==> src/rtl/ex_dispatch_queue_pkg.sv <==
// Shared types for the execute-stage dispatch queue:
// the buffered lane payload and the src2 operand select.
package ex_pkg;

  localparam int DEF_XLEN = 32;
  localparam int DEF_OP_W = 4;
  localparam int MEM_OP_W = 2;
  localparam int REG_W    = 5;

  typedef struct packed {
    logic [DEF_XLEN-1:0] src1;
    logic [DEF_XLEN-1:0] src2;
    logic [DEF_OP_W-1:0] op;
    logic                is_mem;
    logic [MEM_OP_W-1:0] mem_op;
    logic [REG_W-1:0]    rd;
    logic                rd_wen;
  } lane_payload_t;

  // Memory ops always take the immediate as the address offset.
  function automatic logic [DEF_XLEN-1:0] src2_sel(
    input logic                is_mem,
    input logic                use_imm,
    input logic [DEF_XLEN-1:0] rs2,
    input logic [DEF_XLEN-1:0] imm
  );
    return (is_mem || use_imm) ? imm : rs2;
  endfunction

endpackage

==> src/rtl/ex_dispatch_queue_if.sv <==
// Issue/execute bus of the dispatch queue, all lanes
// flattened with lane i in bits [i*W +: W].
interface ex_dispatch_queue_if
  import ex_pkg::*;
#(
  parameter int NUM_LANES = 2,
  parameter int XLEN      = DEF_XLEN,
  parameter int OP_W      = DEF_OP_W,
  parameter int CNT_W     = 16
);

  logic [NUM_LANES-1:0]          in_valid;
  logic [NUM_LANES-1:0]          in_ready;
  logic [NUM_LANES*XLEN-1:0]     in_rs1;
  logic [NUM_LANES*XLEN-1:0]     in_rs2;
  logic [NUM_LANES*XLEN-1:0]     in_imm;
  logic [NUM_LANES-1:0]          in_use_imm;
  logic [NUM_LANES*OP_W-1:0]     in_op;
  logic [NUM_LANES-1:0]          in_is_mem;
  logic [NUM_LANES*MEM_OP_W-1:0] in_mem_op;
  logic [NUM_LANES*REG_W-1:0]    in_rd;
  logic [NUM_LANES-1:0]          in_rd_wen;

  logic [NUM_LANES-1:0]          out_valid;
  logic [NUM_LANES-1:0]          out_ready;
  logic [NUM_LANES*XLEN-1:0]     out_src1;
  logic [NUM_LANES*XLEN-1:0]     out_src2;
  logic [NUM_LANES*OP_W-1:0]     out_op;
  logic [NUM_LANES-1:0]          out_is_mem;
  logic [NUM_LANES*MEM_OP_W-1:0] out_mem_op;
  logic [NUM_LANES*REG_W-1:0]    out_rd;
  logic [NUM_LANES-1:0]          out_rd_wen;
  logic [NUM_LANES*CNT_W-1:0]    stall_cnt;

  modport master (
    output in_valid, in_rs1, in_rs2, in_imm, in_use_imm,
    output in_op, in_is_mem, in_mem_op, in_rd, in_rd_wen,
    input  in_ready,
    input  out_valid, out_src1, out_src2, out_op,
    input  out_is_mem, out_mem_op, out_rd, out_rd_wen,
    input  stall_cnt,
    output out_ready
  );

  modport slave (
    input  in_valid, in_rs1, in_rs2, in_imm, in_use_imm,
    input  in_op, in_is_mem, in_mem_op, in_rd, in_rd_wen,
    output in_ready,
    output out_valid, out_src1, out_src2, out_op,
    output out_is_mem, out_mem_op, out_rd, out_rd_wen,
    output stall_cnt,
    input  out_ready
  );

endinterface

==> src/rtl/ex_dispatch_queue_lane_fifo.sv <==
// One lane of the dispatch queue: DEPTH-entry payload FIFO
// with flush and a saturating back-pressure counter.
module ex_lane_fifo
  import ex_pkg::*;
#(
  parameter int DEPTH = 2,
  parameter int CNT_W = 16
) (
  input  logic             clock,
  input  logic             reset,
  input  logic             flush,
  input  logic             push_valid,
  output logic             push_ready,
  input  lane_payload_t    push_data,
  output logic             pop_valid,
  input  logic             pop_ready,
  output lane_payload_t    pop_data,
  output logic [CNT_W-1:0] stall_cnt
);

  localparam int AW = $clog2(DEPTH);

  lane_payload_t mem [DEPTH];
  logic [AW-1:0] wr_ptr;
  logic [AW-1:0] rd_ptr;
  logic [AW:0]   count;
  logic          push;
  logic          pop;

  // Ready depends on occupancy only, never on pop_ready.
  assign push_ready = reset && (count < (AW+1)'(DEPTH));
  assign pop_valid  = (count != '0);
  assign push       = push_valid && push_ready;
  assign pop        = pop_valid && pop_ready;
  assign pop_data   = pop_valid ? mem[rd_ptr] : '0;

  always_ff @(posedge clock) begin
    if (!reset) begin
      wr_ptr <= '0;
      rd_ptr <= '0;
      count  <= '0;
    end else if (flush) begin
      wr_ptr <= '0;
      rd_ptr <= '0;
      count  <= '0;
    end else begin
      if (push) wr_ptr <= wr_ptr + AW'(1);
      if (pop)  rd_ptr <= rd_ptr + AW'(1);
      unique case (1'b1)
        push && !pop: count <= count + (AW+1)'(1);
        pop && !push: count <= count - (AW+1)'(1);
        default:      count <= count;
      endcase
    end
  end

  // Storage is deliberately left out of reset.
  always_ff @(posedge clock) begin
    if (push && !flush) mem[wr_ptr] <= push_data;
  end

  always_ff @(posedge clock) begin
    if (!reset) begin
      stall_cnt <= '0;
    end else if (pop_valid && !pop_ready && (stall_cnt != '1)) begin
      stall_cnt <= stall_cnt + CNT_W'(1);
    end
  end

endmodule

==> src/rtl/ex_dispatch_queue.sv <==
// Execute-stage dispatch queue: per-lane operand forming
// feeding NUM_LANES independent buffered lanes.
module ex_dispatch_queue
  import ex_pkg::*;
#(
  parameter int NUM_LANES = 2,
  parameter int XLEN      = DEF_XLEN,
  parameter int OP_W      = DEF_OP_W,
  parameter int DEPTH     = 2,
  parameter int CNT_W     = 16
) (
  input logic                clock,
  input logic                reset,
  input logic                flush,
  ex_dispatch_queue_if.slave bus
);

  for (genvar i = 0; i < NUM_LANES; i++) begin : g_lane
    lane_payload_t in_pl;
    lane_payload_t out_pl;
    logic          rdy;
    logic          vld;
    logic [CNT_W-1:0] stalls;

    assign in_pl = '{
      src1:   bus.in_rs1[i*XLEN +: XLEN],
      src2:   src2_sel(bus.in_is_mem[i],
                       bus.in_use_imm[i],
                       bus.in_rs2[i*XLEN +: XLEN],
                       bus.in_imm[i*XLEN +: XLEN]),
      op:     bus.in_op[i*OP_W +: OP_W],
      is_mem: bus.in_is_mem[i],
      mem_op: bus.in_mem_op[i*MEM_OP_W +: MEM_OP_W],
      rd:     bus.in_rd[i*REG_W +: REG_W],
      rd_wen: bus.in_rd_wen[i]
    };

    ex_lane_fifo #(
      .DEPTH (DEPTH),
      .CNT_W (CNT_W)
    ) u_fifo (
      .clock      (clock),
      .reset      (reset),
      .flush      (flush),
      .push_valid (bus.in_valid[i]),
      .push_ready (rdy),
      .push_data  (in_pl),
      .pop_valid  (vld),
      .pop_ready  (bus.out_ready[i]),
      .pop_data   (out_pl),
      .stall_cnt  (stalls)
    );

    assign bus.in_ready[i]  = rdy;
    assign bus.out_valid[i] = vld;
    assign bus.out_src1[i*XLEN +: XLEN] = out_pl.src1;
    assign bus.out_src2[i*XLEN +: XLEN] = out_pl.src2;
    assign bus.out_op[i*OP_W +: OP_W]   = out_pl.op;
    assign bus.out_is_mem[i]            = out_pl.is_mem;
    assign bus.out_mem_op[i*MEM_OP_W +: MEM_OP_W] = out_pl.mem_op;
    assign bus.out_rd[i*REG_W +: REG_W] = out_pl.rd;
    assign bus.out_rd_wen[i]            = out_pl.rd_wen;
    assign bus.stall_cnt[i*CNT_W +: CNT_W] = stalls;
  end

endmodule

==> src/flat_wrapper.sv <==
// flat-port wrapper written by rule: the top's interface ports become plain ports
module ex_dispatch_queue_flat import ex_pkg::*;
#(
  parameter int NUM_LANES = 2,
  parameter int XLEN      = DEF_XLEN,
  parameter int OP_W      = DEF_OP_W,
  parameter int DEPTH     = 2,
  parameter int CNT_W     = 16
)
  (clock, reset, flush, bus_in_valid, bus_in_rs1, bus_in_rs2, bus_in_imm, bus_in_use_imm, bus_in_op, bus_in_is_mem, bus_in_mem_op, bus_in_rd, bus_in_rd_wen, bus_in_ready, bus_out_valid, bus_out_src1, bus_out_src2, bus_out_op, bus_out_is_mem, bus_out_mem_op, bus_out_rd, bus_out_rd_wen, bus_stall_cnt, bus_out_ready);
  ex_dispatch_queue_if #(.NUM_LANES(NUM_LANES), .XLEN(XLEN), .OP_W(OP_W), .CNT_W(CNT_W)) bus_i ();
  input logic clock;
  input logic reset;
  input logic flush;
  input wire logic [$bits(bus_i.in_valid)-1:0] bus_in_valid;
  input wire logic [$bits(bus_i.in_rs1)-1:0] bus_in_rs1;
  input wire logic [$bits(bus_i.in_rs2)-1:0] bus_in_rs2;
  input wire logic [$bits(bus_i.in_imm)-1:0] bus_in_imm;
  input wire logic [$bits(bus_i.in_use_imm)-1:0] bus_in_use_imm;
  input wire logic [$bits(bus_i.in_op)-1:0] bus_in_op;
  input wire logic [$bits(bus_i.in_is_mem)-1:0] bus_in_is_mem;
  input wire logic [$bits(bus_i.in_mem_op)-1:0] bus_in_mem_op;
  input wire logic [$bits(bus_i.in_rd)-1:0] bus_in_rd;
  input wire logic [$bits(bus_i.in_rd_wen)-1:0] bus_in_rd_wen;
  output wire logic [$bits(bus_i.in_ready)-1:0] bus_in_ready;
  output wire logic [$bits(bus_i.out_valid)-1:0] bus_out_valid;
  output wire logic [$bits(bus_i.out_src1)-1:0] bus_out_src1;
  output wire logic [$bits(bus_i.out_src2)-1:0] bus_out_src2;
  output wire logic [$bits(bus_i.out_op)-1:0] bus_out_op;
  output wire logic [$bits(bus_i.out_is_mem)-1:0] bus_out_is_mem;
  output wire logic [$bits(bus_i.out_mem_op)-1:0] bus_out_mem_op;
  output wire logic [$bits(bus_i.out_rd)-1:0] bus_out_rd;
  output wire logic [$bits(bus_i.out_rd_wen)-1:0] bus_out_rd_wen;
  output wire logic [$bits(bus_i.stall_cnt)-1:0] bus_stall_cnt;
  input wire logic [$bits(bus_i.out_ready)-1:0] bus_out_ready;
  assign bus_i.in_valid = bus_in_valid;
  assign bus_i.in_rs1 = bus_in_rs1;
  assign bus_i.in_rs2 = bus_in_rs2;
  assign bus_i.in_imm = bus_in_imm;
  assign bus_i.in_use_imm = bus_in_use_imm;
  assign bus_i.in_op = bus_in_op;
  assign bus_i.in_is_mem = bus_in_is_mem;
  assign bus_i.in_mem_op = bus_in_mem_op;
  assign bus_i.in_rd = bus_in_rd;
  assign bus_i.in_rd_wen = bus_in_rd_wen;
  assign bus_in_ready = bus_i.in_ready;
  assign bus_out_valid = bus_i.out_valid;
  assign bus_out_src1 = bus_i.out_src1;
  assign bus_out_src2 = bus_i.out_src2;
  assign bus_out_op = bus_i.out_op;
  assign bus_out_is_mem = bus_i.out_is_mem;
  assign bus_out_mem_op = bus_i.out_mem_op;
  assign bus_out_rd = bus_i.out_rd;
  assign bus_out_rd_wen = bus_i.out_rd_wen;
  assign bus_stall_cnt = bus_i.stall_cnt;
  assign bus_i.out_ready = bus_out_ready;
  ex_dispatch_queue #(.NUM_LANES(NUM_LANES), .XLEN(XLEN), .OP_W(OP_W), .DEPTH(DEPTH), .CNT_W(CNT_W)) u_core (.clock(clock), .reset(reset), .flush(flush), .bus(bus_i));
endmodule
==> config.mk <==
export PLATFORM = sky130hd
export DESIGN_NAME = ex_dispatch_queue_flat
export DESIGN_NICKNAME = d
export VERILOG_FILES = /design/src/rtl/ex_dispatch_queue_pkg.sv /design/src/rtl/ex_dispatch_queue_if.sv /design/src/rtl/ex_dispatch_queue_lane_fifo.sv /design/src/rtl/ex_dispatch_queue.sv /design/src/flat_wrapper.sv
export SDC_FILE = /design/constraint.sdc
export NUM_CORES = 1
export LEC_CHECK = 0
export CORE_MARGIN = 5
export CORE_UTILIZATION = 35
export CTS_BUF_LIST = sky130_fd_sc_hd__clkbuf_4 sky130_fd_sc_hd__clkbuf_8
export DETAILED_ROUTE_END_ITERATION = 12
export HOLD_SLACK_MARGIN = 0.03
export PLACE_DENSITY = 0.6
export SYNTH_ARGS = -nofsm -noshare
export SYNTH_HDL_FRONTEND = slang
export SYNTH_SLANG_ARGS = --single-unit
==> constraint.sdc <==
create_clock -name clock -period 20.2 [get_ports clock]
set_clock_uncertainty 0.15 [all_clocks]
set_input_delay 4.04 -clock clock [delete_from_list [all_inputs] [get_ports clock]]
set_output_delay 4.04 -clock clock [all_outputs]
set_load 0.01 [all_outputs]
# After elaboration in Yosys (flattened, before gate mapping)
# Memory sizes are Yosys's and may differ from the RTL's. A register that Yosys moved wholly into a read port is not among the register bits.
# Cells that the tools add are included.
# classes
reduce_logical	30
add_sub_neg	10
n_mux	14
n_lt_le_gt_ge	2
eq_ne	2
bitwise_logic	1
# ops
operator	n
2-to-1 mux 77 bit	2
2-to-1 mux 32 bit	2
adder 16 x 1 -> 16 bit (second input constant)	2
inequality test 16 bit (second input constant)	2
logical AND 1 bit	16
2-to-1 mux 1 bit	8
case mux 2 bit (2 select lines)	2
nonzero test 2 bit	4
logical NOT 1 bit	7
adder 1 bit (second input constant)	4
adder 2 x 1 -> 2 bit (second input constant)	2
< comparator 2 bit (second input constant)	2
subtractor 2 x 1 -> 2 bit (second input constant)	2
logical OR 1 bit	2
OR reduction 2 bit	1
inverter 1 bit	1
# totals
output_inout_bits	190
word_cells	69
register_bits	40
ram_bits	308
inputBits	227
mem_count	2
# memory_table
name	depth	width	read_ports	rd_clocked_by_memory_dff	write_ports	line	rtl
u_core.g_lane[0].u_fifo.mem	2	77	1	1	1	ex_dispatch_queue_lane_fifo.sv:23	lane_payload_t mem [DEPTH];
u_core.g_lane[1].u_fifo.mem	2	77	1	1	1	ex_dispatch_queue_lane_fifo.sv:23	

# Depth between registers and ports, before layout
# logic_depth
depth_word	6
mapped_depth	7
ltp_nobuf	7

# Modules after synthesis
# From an unflattened synthesis, not the netlist that was laid out.
# hier_totals
cells_unflattened	974
area_unflattened_um2	14535.2
# modules_own_cells
mod	cells_per_inst	seq_area_each_um2	instances	area_each_um2
ex_lane_fifo	449	5044.8	2	6841.6
ex_dispatch_queue	76	0.0	1	852.1

# Least setup slack after synthesis
# Ideal clock, no wire load.
# synth_path
path_kind	input-to-reg
startpoint	in reset
endpoint	mem u_core.g_lane[0].u_fifo.mem[1][0] (netlist name) (enable)
path_buffers	0
stages	4
setup_slack_ns	9.464
t_arrival_ns	9.962
required_time_ns	19.426
setup_time_ns	0.624
path_cell_list	inv_2 nor2_1 nand2_1 nor3b_1
# synth_between
elab_chain_len	5
# synth_lines
element	line	rtl
from (decl)	flat_wrapper.sv:13	input logic reset;
logical AND 1 bit	ex_dispatch_queue_lane_fifo.sv:31	assign push_ready = reset && (count < (AW+1)'(DEPTH));
net u_core.g_lane[0].rdy	ex_dispatch_queue.sv:21	logic rdy;
logical AND 1 bit	ex_dispatch_queue_lane_fifo.sv:33	assign push = push_valid && push_ready;
logical AND 1 bit	ex_dispatch_queue_lane_fifo.sv:59	if (push && !flush) mem[wr_ptr] <= push_data;
2-to-1 mux 1 bit	ex_dispatch_queue_lane_fifo.sv:59	
2-to-1 mux 1 bit (implied by the code)	ex_dispatch_queue_lane_fifo.sv:59	
to (decl)	ex_dispatch_queue_lane_fifo.sv:23	
# The timed path passes the listed nets, and every way through them passes these cells.

# Final worst setup path
# layout_path
startpoint	in reset
endpoint	out bus_in_ready[1]
# layout_between
elab_chain_len	1
# layout_lines
element	line	rtl
logical AND 1 bit	ex_dispatch_queue_lane_fifo.sv:31	
to (decl)	flat_wrapper.sv:25	output wire logic [$bits(bus_i.in_ready)-1:0] bus_in_ready;
# Every way passes these cells.

==> impl_metrics.py <==
metrics = {
    "status": {
        "status": "finished clean",
    },
    "layout": {
        "nets": 1629,
        "final_util_pct": 49.6,
        "area_delta_synth_final_pct": 41.2,
        "fillers": 3572,
        "drive_gt1_share_pct": 13.3,
    },
    "cts": {
        "htree_levels": 2,
        "cts_hold_buffers": 0,
        "cts_resized": 0,
        "numCtsBuffers": 58,
        "cts_setup_buffers": 0,
        "clock_path_buffers": 3,
        "clk_latency_ns": 0.62,
        "cts_tree": "done",
        "root_buffer": "clkbuf_8",
        "cts.sinks": 350,
        "clkTransAtPathRegs_ns": 0.06,
    },
    "timing": {
        "rsz0062_at_grt": "false",
        "setup_viol": 0,
        "fmax_mhz": 99.2,
        "final_max_slew_viol_count": 0,
        "slew_headroom_pct": 26.3,
        "setup_ws_ns": 10.12,
        "post-route-period-util_pct": 49.9,
        "setup_tns_ns": 0,
        "hold_viol": 0,
        "period_minus_slack_ns": 10.08,
        "worst_pin_slew_ns": 1.11,
    },
    "detailed_routing": {
        "dr.pass1.iters": 4,
        "dr_total_vias": 9279,
        "viasPerCell": 4.68,
        "drt_iter0_markers": 483,
        "routed_wl_mm": 37.0,
        "routedWlPerCell_um": 18.7,
        "route.detailed.drc": 0,
        "drtAntennaViolNets": 0,
    },
    "floorplanning": {
        "core-area_um2": 40600,
        "initial_core_util_pct": 35.2,
        "num_rows": 74,
        "die_height_um": 212,
        "die_area_um2": 45000,
        "ios": 417,
        "fp.dieW_um": 212,
    },
    "power_and_ir_drop": {
        "irDropWorstVdd_mv": 0.0493,
        "p_sw_share_pct": 21.6,
        "p_leak_uw": 0.00647,
        "clkPwrFrac_pct": 39.3,
        "p_comb_share_pct": 8.5,
        "seqPwrFrac_pct": 52.2,
        "p_int_uw": 1210,
        "p_sw_uw": 334,
        "power.density_nw_per_um2": 76.6,
    },
    "logic_synthesis": {
        "yosysUniqueCellTypes": 42,
        "ys_seq_elements": 350,
        "yosys_warnings": 0,
        "synth_top_area_share_pct": 64.7,
        "syn_avg_cell_area_um2": 14.9,
        "syn_nets": 1192,
        "synth_top_cell_by_area": "edfxtp_1",
        "syn-cell-area_um2": 14300,
        "syn_inst": 961,
        "ys_seq_area_share_pct": 70.6,
        "ys_async_sr_fraction_pct": 0,
        "synth_enable_flop_cells": 308,
        "synth-main-ff-cell": "edfxtp_1",
        "synth_area_leaders": "edfxtp_1 (65%), mux2i_1 (11%), dfxtp_1 (5.9%)",
    },
    "critical_path": {
        "ff2ff_path_depth": 4,
        "end_kind": "output pin",
        "crit_type": "input pin to output pin",
        "crit_path_max_fanout": 28,
        "required_ns": 16.01,
        "reg2reg_from": "u_core.g_lane[1].u_fifo.count[1]",
        "critPathLaunchType": "input pin",
        "reg2reg_slack_ns": 17.28,
        "arrival_ns": 5.89,
        "timing.rr.end": "u_core.g_lane[1].u_fifo.mem[0][15]",
    },
    "place": {
        "hpwl_mm": 25.3,
        "place_ws_ns": 10.11,
        "port_buffers": 416,
        "gp_congestion": 0.779,
    },
    "global_routing": {
        "grt_util_all_layers_pct": 15.5,
        "grt_pass1_wl_mm": 54.0,
        "grt-ovfl-total": 0,
        "grt_max_degree": 79,
        "antenna_found_initial": 4,
        "first_global_vias": 9506,
    },
    "run": {
        "drv_cap": 0,
    },
    "min_path": {
        "hold_path.class": "flop to flop",
        "min_from": "u_core.g_lane[1].u_fifo.stall_cnt[15]",
        "min_to": "u_core.g_lane[1].u_fifo.stall_cnt[15]",
        "hold_depth": 2,
    },
}
## worst max path at each step
stage / startpoint / to / slack (ns)
finish: reset / bus_in_ready[1] / 10.12
global route: reset / bus_in_ready[0] / 9.96
CTS: reset / bus_in_ready[1] / 10.10
detailed placement: reset / bus_in_ready[1] / 10.11
global placement: reset / bus_in_ready[1] / 10.16
floorplan: reset / u_core.g_lane[0].u_fifo.mem[1][0] / 9.46
## cell usage after synthesis, types with 2 or more instances
cell,n
a211oi_1,2
a21oi_1,5
a311oi_1,2
a31oi_1,3
and2_1,3
and3_1,3
buf_1,12
buf_2,9
buf_4,4
clkbuf_1,24
dfxtp_1,42
edfxtp_1,308
ha_1,4
inv_1,8
mux2_2,64
mux2i_1,159
nand2_1,17
nand2b_1,4
nand3_1,12
nand4_1,10
nor2_1,194
nor3_1,11
nor3b_1,3
nor4_1,3
nor4b_1,2
o21ai_0,9
or3_1,6
xnor2_1,15
xor2_1,10
## per-stage QoR
stage          std cells  hold WS [ns]  total power [uW]  cell area [um2]
6_report            1981         0.359              1550            20200
2_1_floorplan        961         0.331               871            14300
5_1_grt             1980         0.382              1610            20200
3_5_place_dp        1870         0.349               955            19000
3_3_place_gp        1870         0.342               953            19000
4_1_cts             1979         0.359              1570            20200
## cells by family (layout without fill, tap and decap cells)
family,count (synthesis),in the layout,synth area share [%]
buffers and inverters,60,546,1.85
adder cells (fa/ha/maj),4,4,0.350
AND/OR/NAND/NOR,274,274,8.37
flip-flops,350,350,70.6
AO/OA/AOI/OAI,25,25,1.11
multiplexers,223,223,16.2
XOR/XNOR,25,25,1.53
other,0,2,0
## metal layers
| layer | GRT usage, % | share of wire (%) | wire length (um) |
|---|---|---|---|
| met4 | 6.73 | 3.1 | 1160 |
| met5 | 0 | 0.11 | 41 |
| met1 | 18.0 | 39 | 14300 |
| met2 | 27.0 | 52 | 19100 |
| met3 | 4.46 | 6.3 | 2340 |
## cells in the final DEF, fill, tap and decap left out, types with 12 or more instances in the layout
master / synthesis / final
buf_4: 4 / 12
nor2_1: 194 / 191
mux2i_1: 159 / 159
edfxtp_1: 308 / 308
nand2_1: 17 / 17
clkdlybuf4s50_1: 0 / 416
mux2_2: 64 / 64
nand3_1: 12 / 12
clkbuf_4: 0 / 33
dfxtp_1: 42 / 40
clkbuf_8: 0 / 59
xnor2_1: 15 / 15
## power by group through the flow
stage / Sequential [uW] / Combinational [uW] / Clock (uW)
global placement: 821 / 131 / 0
global route: 807 / 141 / 664
floorplan: 823 / 48.5 / 0
CTS: 807 / 134 / 632
detailed placement: 822 / 133 / 0
finish: 807 / 131 / 608
## flip-flops by register name, summed over array words and instances, names as in the netlist, named ones only
register                        count
u_core.g_lane.u_fifo.rd_ptr         2
u_core.g_lane.u_fifo.wr_ptr         2
u_core.g_lane.u_fifo.stall_cnt     32
u_core.g_lane.u_fifo.mem          308
u_core.g_lane.u_fifo.count          4
## area by class of cell
| cell class | count | area, um2 | area share [%] |
|---|---|---|---|
| clock inverter | 17 | 91.3 | 0.453 |
| sequential | 350 | 10100 | 50.0 |
| clock buffer | 92 | 1060 | 5.25 |
| tap | 532 | 666 | 3.30 |
| inverter | 9 | 33.8 | 0.167 |
| timing repair buffer | 428 | 4250 | 21.1 |
| antenna | 2 | 5.00 | 0.0248 |
| multi-input combinational | 551 | 3970 | 19.7 |
## critical path, cell delays in order
cell	delay, ns
clkdlybuf4s50_1	0.72
inv_2	0.30
nor2_1	0.25
clkdlybuf4s50_1	0.57
No activity file was read; power rests on OpenSTA's default activity.
